**config.mk**
```make
export PLATFORM = sky130hd
export DESIGN_NAME = if_fetch
export DESIGN_NICKNAME = d
export VERILOG_FILES = /design/src/rtl/if_fetch.sv
export SDC_FILE = /design/constraint.sdc
export NUM_CORES = 1
export LEC_CHECK = 0
export ABC_AREA = 0
export ABC_CLOCK_PERIOD_IN_PS = 3000
export CORE_UTILIZATION = 45
export CTS_BUF_LIST = sky130_fd_sc_hd__clkbuf_4
export CTS_CLUSTER_SIZE = 28
export DETAILED_ROUTE_END_ITERATION = 8
export PLACE_DENSITY = 0.71
export SLEW_MARGIN = 25
export SYNTH_ARGS = -nofsm -noshare
export SYNTH_HDL_FRONTEND = slang
export SYNTH_SLANG_ARGS = --single-unit
```
**constraint.sdc**
```tcl
create_clock -name clk -period 3 [get_ports clk]
set_input_delay 0.6 -clock clk [delete_from_list [all_inputs] [get_ports clk]]
set_output_delay 0.6 -clock clk [all_outputs]
set_load 0.005 [all_outputs]
```
**src/rtl/if_fetch.sv**
```systemverilog
// ---------------------------------------------------------------------------
// if_fetch
//   Instruction-fetch stage feeding the IF/ID pipeline register. It generates
//   the fetch PC and runs a req/ack handshake to instruction memory with one
//   request in flight. Returned words go into a small prefetch FIFO, and the
//   FIFO head is presented downstream. Downstream stall and redirect (flush)
//   are supported.
//
// Parameters
//   RESET_PC    first fetch address after reset (word aligned)
//   FIFO_DEPTH  prefetch entries (power of 2, >= 2)
//
// Ports
//   clk, rst     clock; synchronous active-high reset
//   stall_i      downstream cannot accept; FIFO head is held
//   flush_i      redirect: drop buffered and in-flight words, refetch at new_pc_i
//   new_pc_i     redirect target, sampled while flush_i=1
//   mem_req_o    instruction memory request (registered)
//   mem_addr_o   request address, word aligned, stable while mem_req_o=1
//   mem_ack_i    one-cycle ack; mem_rdata_i is valid in the same cycle
//   mem_rdata_i  instruction word
//   if_valid_o   if_pc_o/if_inst_o hold a real instruction
//   if_pc_o      PC of the FIFO head, 0 when empty
//   if_inst_o    instruction of the FIFO head, 0 (bubble) when empty
// ---------------------------------------------------------------------------
module if_fetch #(
  parameter logic [31:0] RESET_PC   = 32'h0000_0000,
  parameter int          FIFO_DEPTH = 4
) (
  input  logic        clk,
  input  logic        rst,
  input  logic        stall_i,
  input  logic        flush_i,
  input  logic [31:0] new_pc_i,
  output logic        mem_req_o,
  output logic [31:0] mem_addr_o,
  input  logic        mem_ack_i,
  input  logic [31:0] mem_rdata_i,
  output logic        if_valid_o,
  output logic [31:0] if_pc_o,
  output logic [31:0] if_inst_o
);

  localparam int AW = $clog2(FIFO_DEPTH);
  localparam int CW = AW + 1;
  localparam logic [CW-1:0] DEPTH_C = CW'(FIFO_DEPTH);

  typedef enum logic [1:0] {IDLE, WAIT, DRAIN} state_t;

  state_t        state;
  logic [31:0]   fetch_pc;
  logic [31:0]   redirect_pc;
  logic [31:0]   pc_q   [FIFO_DEPTH];
  logic [31:0]   inst_q [FIFO_DEPTH];
  logic [AW-1:0] rd_ptr, wr_ptr;
  logic [CW-1:0] count, count_next;
  logic          push, pop;

  // Low address bits of the redirect target are forced to zero.
  logic [1:0] unused_pc_lsbs;
  assign unused_pc_lsbs = new_pc_i[1:0];
  assign redirect_pc    = {new_pc_i[31:2], 2'b00};

  // Only an ack to a live (non-superseded) request delivers a word; acks in
  // IDLE and DRAIN never reach the FIFO.
  assign push       = (state == WAIT) && mem_ack_i && !flush_i;
  assign if_valid_o = (count != '0);
  assign pop        = if_valid_o && !stall_i && !flush_i;

  // NOTE: every variable written in always_comb gets a value on every path,
  // otherwise synthesis infers a latch to hold the old value.
  always_comb begin
    count_next = count;
    if (push) count_next = count_next + 1'b1;
    if (pop)  count_next = count_next - 1'b1;
  end

  assign if_pc_o   = if_valid_o ? pc_q[rd_ptr]   : '0;
  assign if_inst_o = if_valid_o ? inst_q[rd_ptr] : '0;

  // NOTE: the FIFO storage has no reset; validity is tracked by count and the
  // pointers, so resetting the array would only add fan-out on rst.
  always_ff @(posedge clk) begin
    if (push) begin
      pc_q[wr_ptr]   <= mem_addr_o;
      inst_q[wr_ptr] <= mem_rdata_i;
    end
  end

  // NOTE: sequential state uses non-blocking assignments so every register
  // samples pre-edge values regardless of statement order.
  always_ff @(posedge clk) begin
    if (rst || flush_i) begin
      rd_ptr <= '0;
      wr_ptr <= '0;
      count  <= '0;
    end else begin
      if (push) wr_ptr <= wr_ptr + 1'b1;
      if (pop)  rd_ptr <= rd_ptr + 1'b1;
      count <= count_next;
    end
  end

  // Request FSM. A request is never withdrawn before its ack; a flush during
  // an outstanding request parks in DRAIN until the stale ack arrives.
  always_ff @(posedge clk) begin
    if (rst) begin
      state      <= IDLE;
      fetch_pc   <= RESET_PC;
      mem_req_o  <= 1'b0;
      mem_addr_o <= '0;
    end else begin
      if (flush_i) fetch_pc <= redirect_pc;
      else if (push) fetch_pc <= fetch_pc + 32'd4;

      unique case (state)
        IDLE: begin
          if (flush_i) begin
            state      <= WAIT;
            mem_req_o  <= 1'b1;
            mem_addr_o <= redirect_pc;
          end else if (count < DEPTH_C) begin
            state      <= WAIT;
            mem_req_o  <= 1'b1;
            mem_addr_o <= fetch_pc;
          end
        end
        WAIT: begin
          if (flush_i) begin
            if (mem_ack_i) mem_addr_o <= redirect_pc;
            else           state      <= DRAIN;
          end else if (mem_ack_i) begin
            // count_next already accounts for this push, so a new request
            // only goes out when its return word is guaranteed a slot.
            if (count_next < DEPTH_C) begin
              mem_addr_o <= fetch_pc + 32'd4;
            end else begin
              state     <= IDLE;
              mem_req_o <= 1'b0;
            end
          end
        end
        DRAIN: begin
          if (mem_ack_i) begin
            state      <= WAIT;
            mem_addr_o <= flush_i ? redirect_pc : fetch_pc;
          end
        end
        default: begin
          state     <= IDLE;
          mem_req_o <= 1'b0;
        end
      endcase
    end
  end

endmodule

```
==> impl_metrics.yaml <==
placement:
  place_congestion: 0.9154
  dp_hpwl_um: 21360
  preCtsSetupSlack_ns: -0.4120
  port_buffers: 160
  place_area_um2: 16320
  dp.cells: 1489
die:
  die_area_um2: 31720
  top_level_ports: 167
  die_h_um: 178.1
  initial_core_util_pct: 45.73
  fp.dieW_um: 178.1
  fp.coreArea_um2: 30510
  rows: 64
setup_path:
  cpMaxStageDelayCell: "mux4_2"
  required_ns: 2.40
  crit_buf_inv: 6
  critPathCaptureType: "output port"
  path_cells: "buf_12 -> buf_12 -> buf_16 -> buf_8 -> buf_6 -> mux4_2 -> and2_4 -> buf_6"
  max_stage_delay_ns: 0.47
  crit_path_max_fanout: 5
  critPathLaunchType: "flip-flop"
  cp.arrival_ns: 2.39
  critPathTopFamily: "buffers and inverters"
  worst-setup-path-type: "flip-flop to output port"
synthesis:
  yosys_register_bits: 320
  ys_async_sr_fraction_pct: 0
  synth.avg_cell_area_um2: 14.80
  ys_types: 71
  yosys.area.top_type: "edfxtp_1"
  synth_area_leaders: "edfxtp_1, dfxtp_1, mux4_2"
  synth_top_area_share_pct: 53.37
  yosysWarnings: 0
  ys.flop_type: "edfxtp_1"
  syn_area_um2: 13950
  synth.yosys.seq_area_share_pct: 63.70
  synth_cells: 943
  synth-edff-count: 248
grt:
  grt_pass1_wl_um: 50230
  antenna_found_initial: 2
  first_global_vias: 9145
  grt_usage_pct: 21.11
  grt_max_degree: 47
  overflow: 0
finish:
  design_area_um2: 17740
  drive_gt1_share_pct: 26.52
  fillers: 2466
  instances_no_fill: 1661
  syn_to_final_growth_pct: 27.14
  fin_nets: 1279
sta:
  fin_tns_setup_ns: 0
  fin_skew_ns: 0.04426
  tightestPinTransition_ns: 0.8286
  worst_slack_ns: 0.009279
  slew_headroom_pct: 44.70
  fmax_mhz: 334.4
  fin_crit_sh_pct: 99.69
  rsz0062_at_grt: "true"
  period_needed_ns: 2.991
  final_max_slew_viol_count: 0
  hold_viol_final: 0
  setup_viol: 0
clocking:
  cts.clk_slew.worst_paths_ns: 0.06
  cts_tree: "yes"
  clockBufferDepth: 3
  clk_latency_ns: 0.68
  cts_buffers: 82
  cts_max_level: 3
  cts-root-buf: "clkbuf_4"
  cts_sinks: 320
  cts_hold_buffers: 0
drt:
  drc: 0
  wl_per_cell_um: 19.89
  ant_nets: 0
  first_iter_violations: 497
  vias: 9109
  via_per_inst: 5.484
  routed_wl_um: 33040
  drt-pass1-iter-count: 5
power:
  power-per-cell-area_nw_per_um2: 529.5
  fin_total_pwr_mw: 9.394
  leakage_nw: 6.352
  ir_worst_vdd_v: 0.0002385
worst_hold_path:
  hold_path.class: "flip-flop to flip-flop"
run:
  max_cap_violations: 0
status:
  status: "finished clean"
-- layout make-up --
class / count / area (um^2) / area share [%]
sequential: 320 / 8896 / 50.14
clock inverter: 23 / 121.4 / 0.6841
multi-input combinational: 544 / 4753 / 26.79
inverter: 16 / 60.06 / 0.3385
tap: 396 / 495.5 / 2.793
clock buffer: 122 / 915.9 / 5.163
timing repair buffer: 238 / 2494 / 14.06
antenna: 2 / 5.005 / 0.02821
-- cells in the final DEF, fill, tap and decap left out, types with 7 or more instances in the layout --
cell type,count
a21boi_0,12
a21oi_1,19
and2_1,50
and2_4,19
and3_1,8
buf_12,17
buf_4,47
buf_6,8
clkbuf_2,10
clkbuf_4,122
clkdlybuf4s15_1,18
clkdlybuf4s50_1,98
clkinv_1,17
dfxtp_1,70
dlygate4sd2_1,23
dlymetal6s2s_1,8
edfxtp_1,248
ha_1,8
inv_1,14
mux2i_1,15
mux4_2,62
nand2_1,45
nand2b_1,8
nand3_1,27
nand4_1,22
nor2_1,21
nor2b_1,14
nor3_1,16
nor4_1,11
o211a_1,12
o21a_1,21
o21ai_0,12
o32ai_2,7
xnor2_1,22
xor2_1,18
-- kinds of logic after synthesis --
family / after synthesis / share of synthesized area [%]
flops: 320 / 63.70
simple gates: 280 / 11.62
compound gates: 135 / 7.613
buf+inv: 82 / 2.726
mux: 77 / 11.08
xor+xnor: 40 / 2.511
fa+ha+maj: 8 / 0.7174
other cells: 1 / 0.02688
-- per-layer routing --
layer / share of wire [%] / up-vias / global-route usage [%] / routed length [um]
met5: 0 / - / 0 / 0
met4: 1.7 / 0 / 6.624 / 557
met3: 6.6 / 46 / 4.689 / 2193
met2: 49 / 324 / 34.95 / 16310
met1: 42 / 4522 / 27.64 / 13980
li1: - / 4217 / - / -
-- stage by stage --
stage                     utilization (%)  hold slack (ns)
after global routing                58.14           0.5133
after global placement              53.48           0.4811
after floorplan                         -           0.4658
after CTS                           57.79           0.4978
after detailed placement            53.48           0.4900
final                               58.15           0.4941
-- cells in the mapped netlist, drive strengths merged, types with 4 or more instances --
library cell / n
edfxtp: 248
dfxtp: 72
and2: 69
mux4: 62
nand2: 46
clkbuf: 35
buf: 31
nand3: 29
nor2: 26
nand4: 23
xnor2: 22
o21a: 21
a21oi: 19
nor3: 19
xor2: 18
a21boi: 16
inv: 15
mux2i: 15
o21ai: 15
nor2b: 14
nor4: 13
o211a: 12
nand2b: 9
o32ai: 9
and3: 8
ha: 8
a211oi: 6
a31o: 6
o2111ai: 5
or2: 5
and4: 4
-- registers in the layout (all words and copies together), names as in the netlist, named ones only --
register	flops
fetch_pc	30
pc_q	120
rd_ptr	2
mem_req_o	1
count	3
inst_q	128
wr_ptr	2
state	2
mem_addr_o	30
-- power breakdown --
part / internal, mW / switching (mW)
Combinational: 0.385 / 0.341
Sequential: 4.89 / 0.131
Clock: 1.95 / 1.69
-- worst reg2reg max path, stage by stage (launching register included) --
cell and delay, ns:
dfxtp_1 0.31, nand2b_1 0.20, nor2_4 0.18, mux2i_1 0.27, ha_1 0.20, or4b_1 0.43, o22ai_1 0.23, o21a_1 0.28
nor2_2 0.09, buf_4 0.22, a31o_1 0.23
-- path summary, 6_finish.rpt --
path                            slack, ns        endpoint      start  depth (start not counted)
worst max-delay path                0.009   if_inst_o[18]  flip-flop                          8
worst min-delay path                 0.49       wr_ptr[1]  wr_ptr[1]                          2
worst max register to register       0.25  mem_addr_o[30]   state[1]                         10
worst min register to register       0.49       wr_ptr[1]  wr_ptr[1]                          2
-- timing repair --
item,CTS,global route
setup buffers,14,8
endpoints found under the setup margin,62,43
pin swaps,5,7
resized for setup,98,52
gates cloned,4,0
Power figures use the tool's default switching activity.
==> patch (config.mk and constraints unchanged) <==
`FIFO_DEPTH`: 4 -> 8.
--- a/src/rtl/if_fetch.sv
+++ b/src/rtl/if_fetch.sv
@@ -25,7 +25,7 @@
 // ---------------------------------------------------------------------------
 module if_fetch #(
   parameter logic [31:0] RESET_PC   = 32'h0000_0000,
-  parameter int          FIFO_DEPTH = 4
+  parameter int          FIFO_DEPTH = 8
 ) (
   input  logic        clk,
   input  logic        rst,
Behaviour: no difference found for any inputs over 4 cycles, from zero or initial values and one cycle with rst high; that may be too few to reach the edited logic, so the function may still have changed.
==> patch against the unedited design <==
The run now ends with negative setup slack left. Cell area rose by 65%. Global-route usage rose by 0.12 points. Critical endpoint is now if_pc_o[31]. Power rose by 76%. Register-to-register slack improved by 100 ps. Largest power group unchanged. Clock power rose by 78%. First-iteration DRC count rose by 90%. Sequential cell count rose by 252. Wire length rose by 64%. Non-clock buffer count rose by 66. Synthesized cell count rose by 43%. Synthesized area rose by 67%. Setup slack got worse by 310 ps. Utilization fell by 0.33 points.
==> patch: results (changes against the unedited design) <==
status:
  status: "finished, violations left"  # was complete, no violations
  violations: "negative setup slack"
final_layout:
  nets: 1794  # was 1279
  drive_above_1_share: 0.347  # was 0.265
  top_regs: "inst_q x256, pc_q x240"  # was inst_q x128, pc_q x120
pwr:
  leakagePower_nw: 9.78  # was 6.35 nW
  peakVddDrop_v: 0.000251  # was 0.000238 V
  internal-power_mw: 12.7  # was 7.23 mW
  clk-power_mw: 6.47  # was 3.64 mW
  p_seq_mw: 9.06  # was 5.03 mW
min_path:
  hp-class: "in -> reg"  # was reg -> reg
  worstHoldEndpoint: "fetch_pc[10]"  # was wr_ptr[1]
  min_from: "rst"  # was wr_ptr[1]
  min_path_cells: 3  # was 2
placed_design:
  portBuffers: 160  # unchanged
  place_area_um2: 26200  # was 16300 um^2
  gp_congestion: 0.877  # was 0.915
  dp_hpwl_mm: 30.0  # was 21.4 mm
  place_ws_ps: -98.4  # was -412 ps
drt:
  viasPerCell: 5.40  # was 5.48
  drt-pass1-iter-count: 6  # was 5
  drtIter0Drc: 942  # was 497
  drt_wl_total_mm: 54.3  # was 33.0 mm
worst_setup_path:
  critical_path.slowest_cell: "mux4_2"  # unchanged
  rrSetupSlack_ps: 350  # was 250 ps
  crit_end: "if_pc_o[31]"  # was if_inst_o[18]
  end_kind: "output pin"  # unchanged
  startpoint_type: "register"  # unchanged
  r2r-start: "count[0]"  # was state[1]
  r2r_end: "mem_addr_o[26]"  # was mem_addr_o[30]
  critPathTopFamily: "multiplexers"  # was buffers and inverters
  worstPathArrival_ps: 2700  # was 2390 ps
  cp_slowest_stage_delay_ps: 470  # about the same
  critPathMaxFanout: 5  # unchanged
  r2r_cells: 12  # was 10
yosys:
  ys_types: 57  # was 71
  ys_seq_area_frac: 0.707  # was 0.637
  synth_commonest_cells: "496 x edfxtp_1, 124 x mux4_2, 116 x nor2_1"  # was 248 x edfxtp_1, 72 x dfxtp_1, 69 x and2_1
  synth_flop_cell: "edfxtp_1"  # unchanged
  synth_edf_count: 496  # was 248
  ys_warn_count: 0  # unchanged
  async_reset_ff_frac: 0  # unchanged
  synth_area_leaders: "edfxtp_1 64%, mux4_2 12%, dfxtp_1 6.5%"  # was edfxtp_1 53%, dfxtp_1 10%, mux4_2 10%
global_route:
  antenna_found_initial: 2  # unchanged
  grt_pass1_vias: 14300  # was 9145
  grt_use_total: 0.212  # was 0.211
  grt_max_degree: 55  # was 47
  grt_pass1_wl_mm: 83.4  # was 50.2 mm
timing:
  setup-violations-final: 62  # was 0
  final.setup.worst_slack_ps: -299  # was 9.28 ps
  skew_ps: 52.6  # was 44.3 ps
  slew_headroom: 0.579  # was 0.447
  setup_tns_ps: -11550  # was 0 ps
clock_tree:
  cts_buffers: 146  # was 82
  clkLatencyLatePin_ps: 940  # was 680 ps
  clk_pin_slew_worst_paths_ps: 60  # about the same
  cts-root-buf: "clkbuf_4"  # unchanged
  cts_buffer_depth: 3  # unchanged
  cts_max_level: 4  # was 3
## patch: cell count changes after synthesis, sizes merged, moves of 16 or more
cell,change
edfxtp,+248
mux4,+62
xnor2,+18
nor2,+91
clkbuf,+19
and2,-68
o21ai,+27
o21a,-16
mux2i,+67
## patch: area by class of cell
cell class / count / area (um^2)
antenna: 1 / 2.50
multi-input combinational: 671 / 6630
sequential: 572 / 16400
timing repair buffer: 304 / 3420
fill: 3762 / 21300
tap: 672 / 841
clock inverter: 42 / 250
clock buffer: 210 / 1580
inverter: 24 / 92.6
## patch: per-layer routing
| metal | GRT usage | wire, um |
|---|---|---|
| met5 | 0 | 13 |
| met1 | 0.278 | 23300 |
| met2 | 0.349 | 27100 |
| met4 | 0.0625 | 811 |
| met3 | 0.0545 | 3060 |
## patch: kinds of logic (layout without fill, tap and decap cells)
logic type               count (synthesis)  in the layout  synth area share
flip-flops                             572            572             0.707
AND/OR/NAND/NOR                        281            281            0.0588
multiplexers                           208            208             0.156
AO/OA/AOI/OAI                          115            115            0.0340
buffers and inverters                  112            580            0.0193
XOR/XNOR                                57             57            0.0215
adder cells (fa/ha/maj)                  6              6           0.00323
other                                    1              5          0.000161
## patch: timing repair
action	4_1_cts	5_1_grt
setup endpoints to repair	63	63
endpoints found under the hold margin	1	0
buffers inserted	67	12
gates resized for setup	335	37
pin swaps	35	31
gates cloned	20	0
hold buffers	1	0
## patch: per-stage QoR
step                hold slack (ps)  instances  power (mW)
floorplan                       485       1355        9.58
global placement                506       2161        10.1
detailed placement              522       2161        10.1
CTS                            61.7       2500        16.7
global route                    135       2496        17.2
finish                          202       2496        16.5
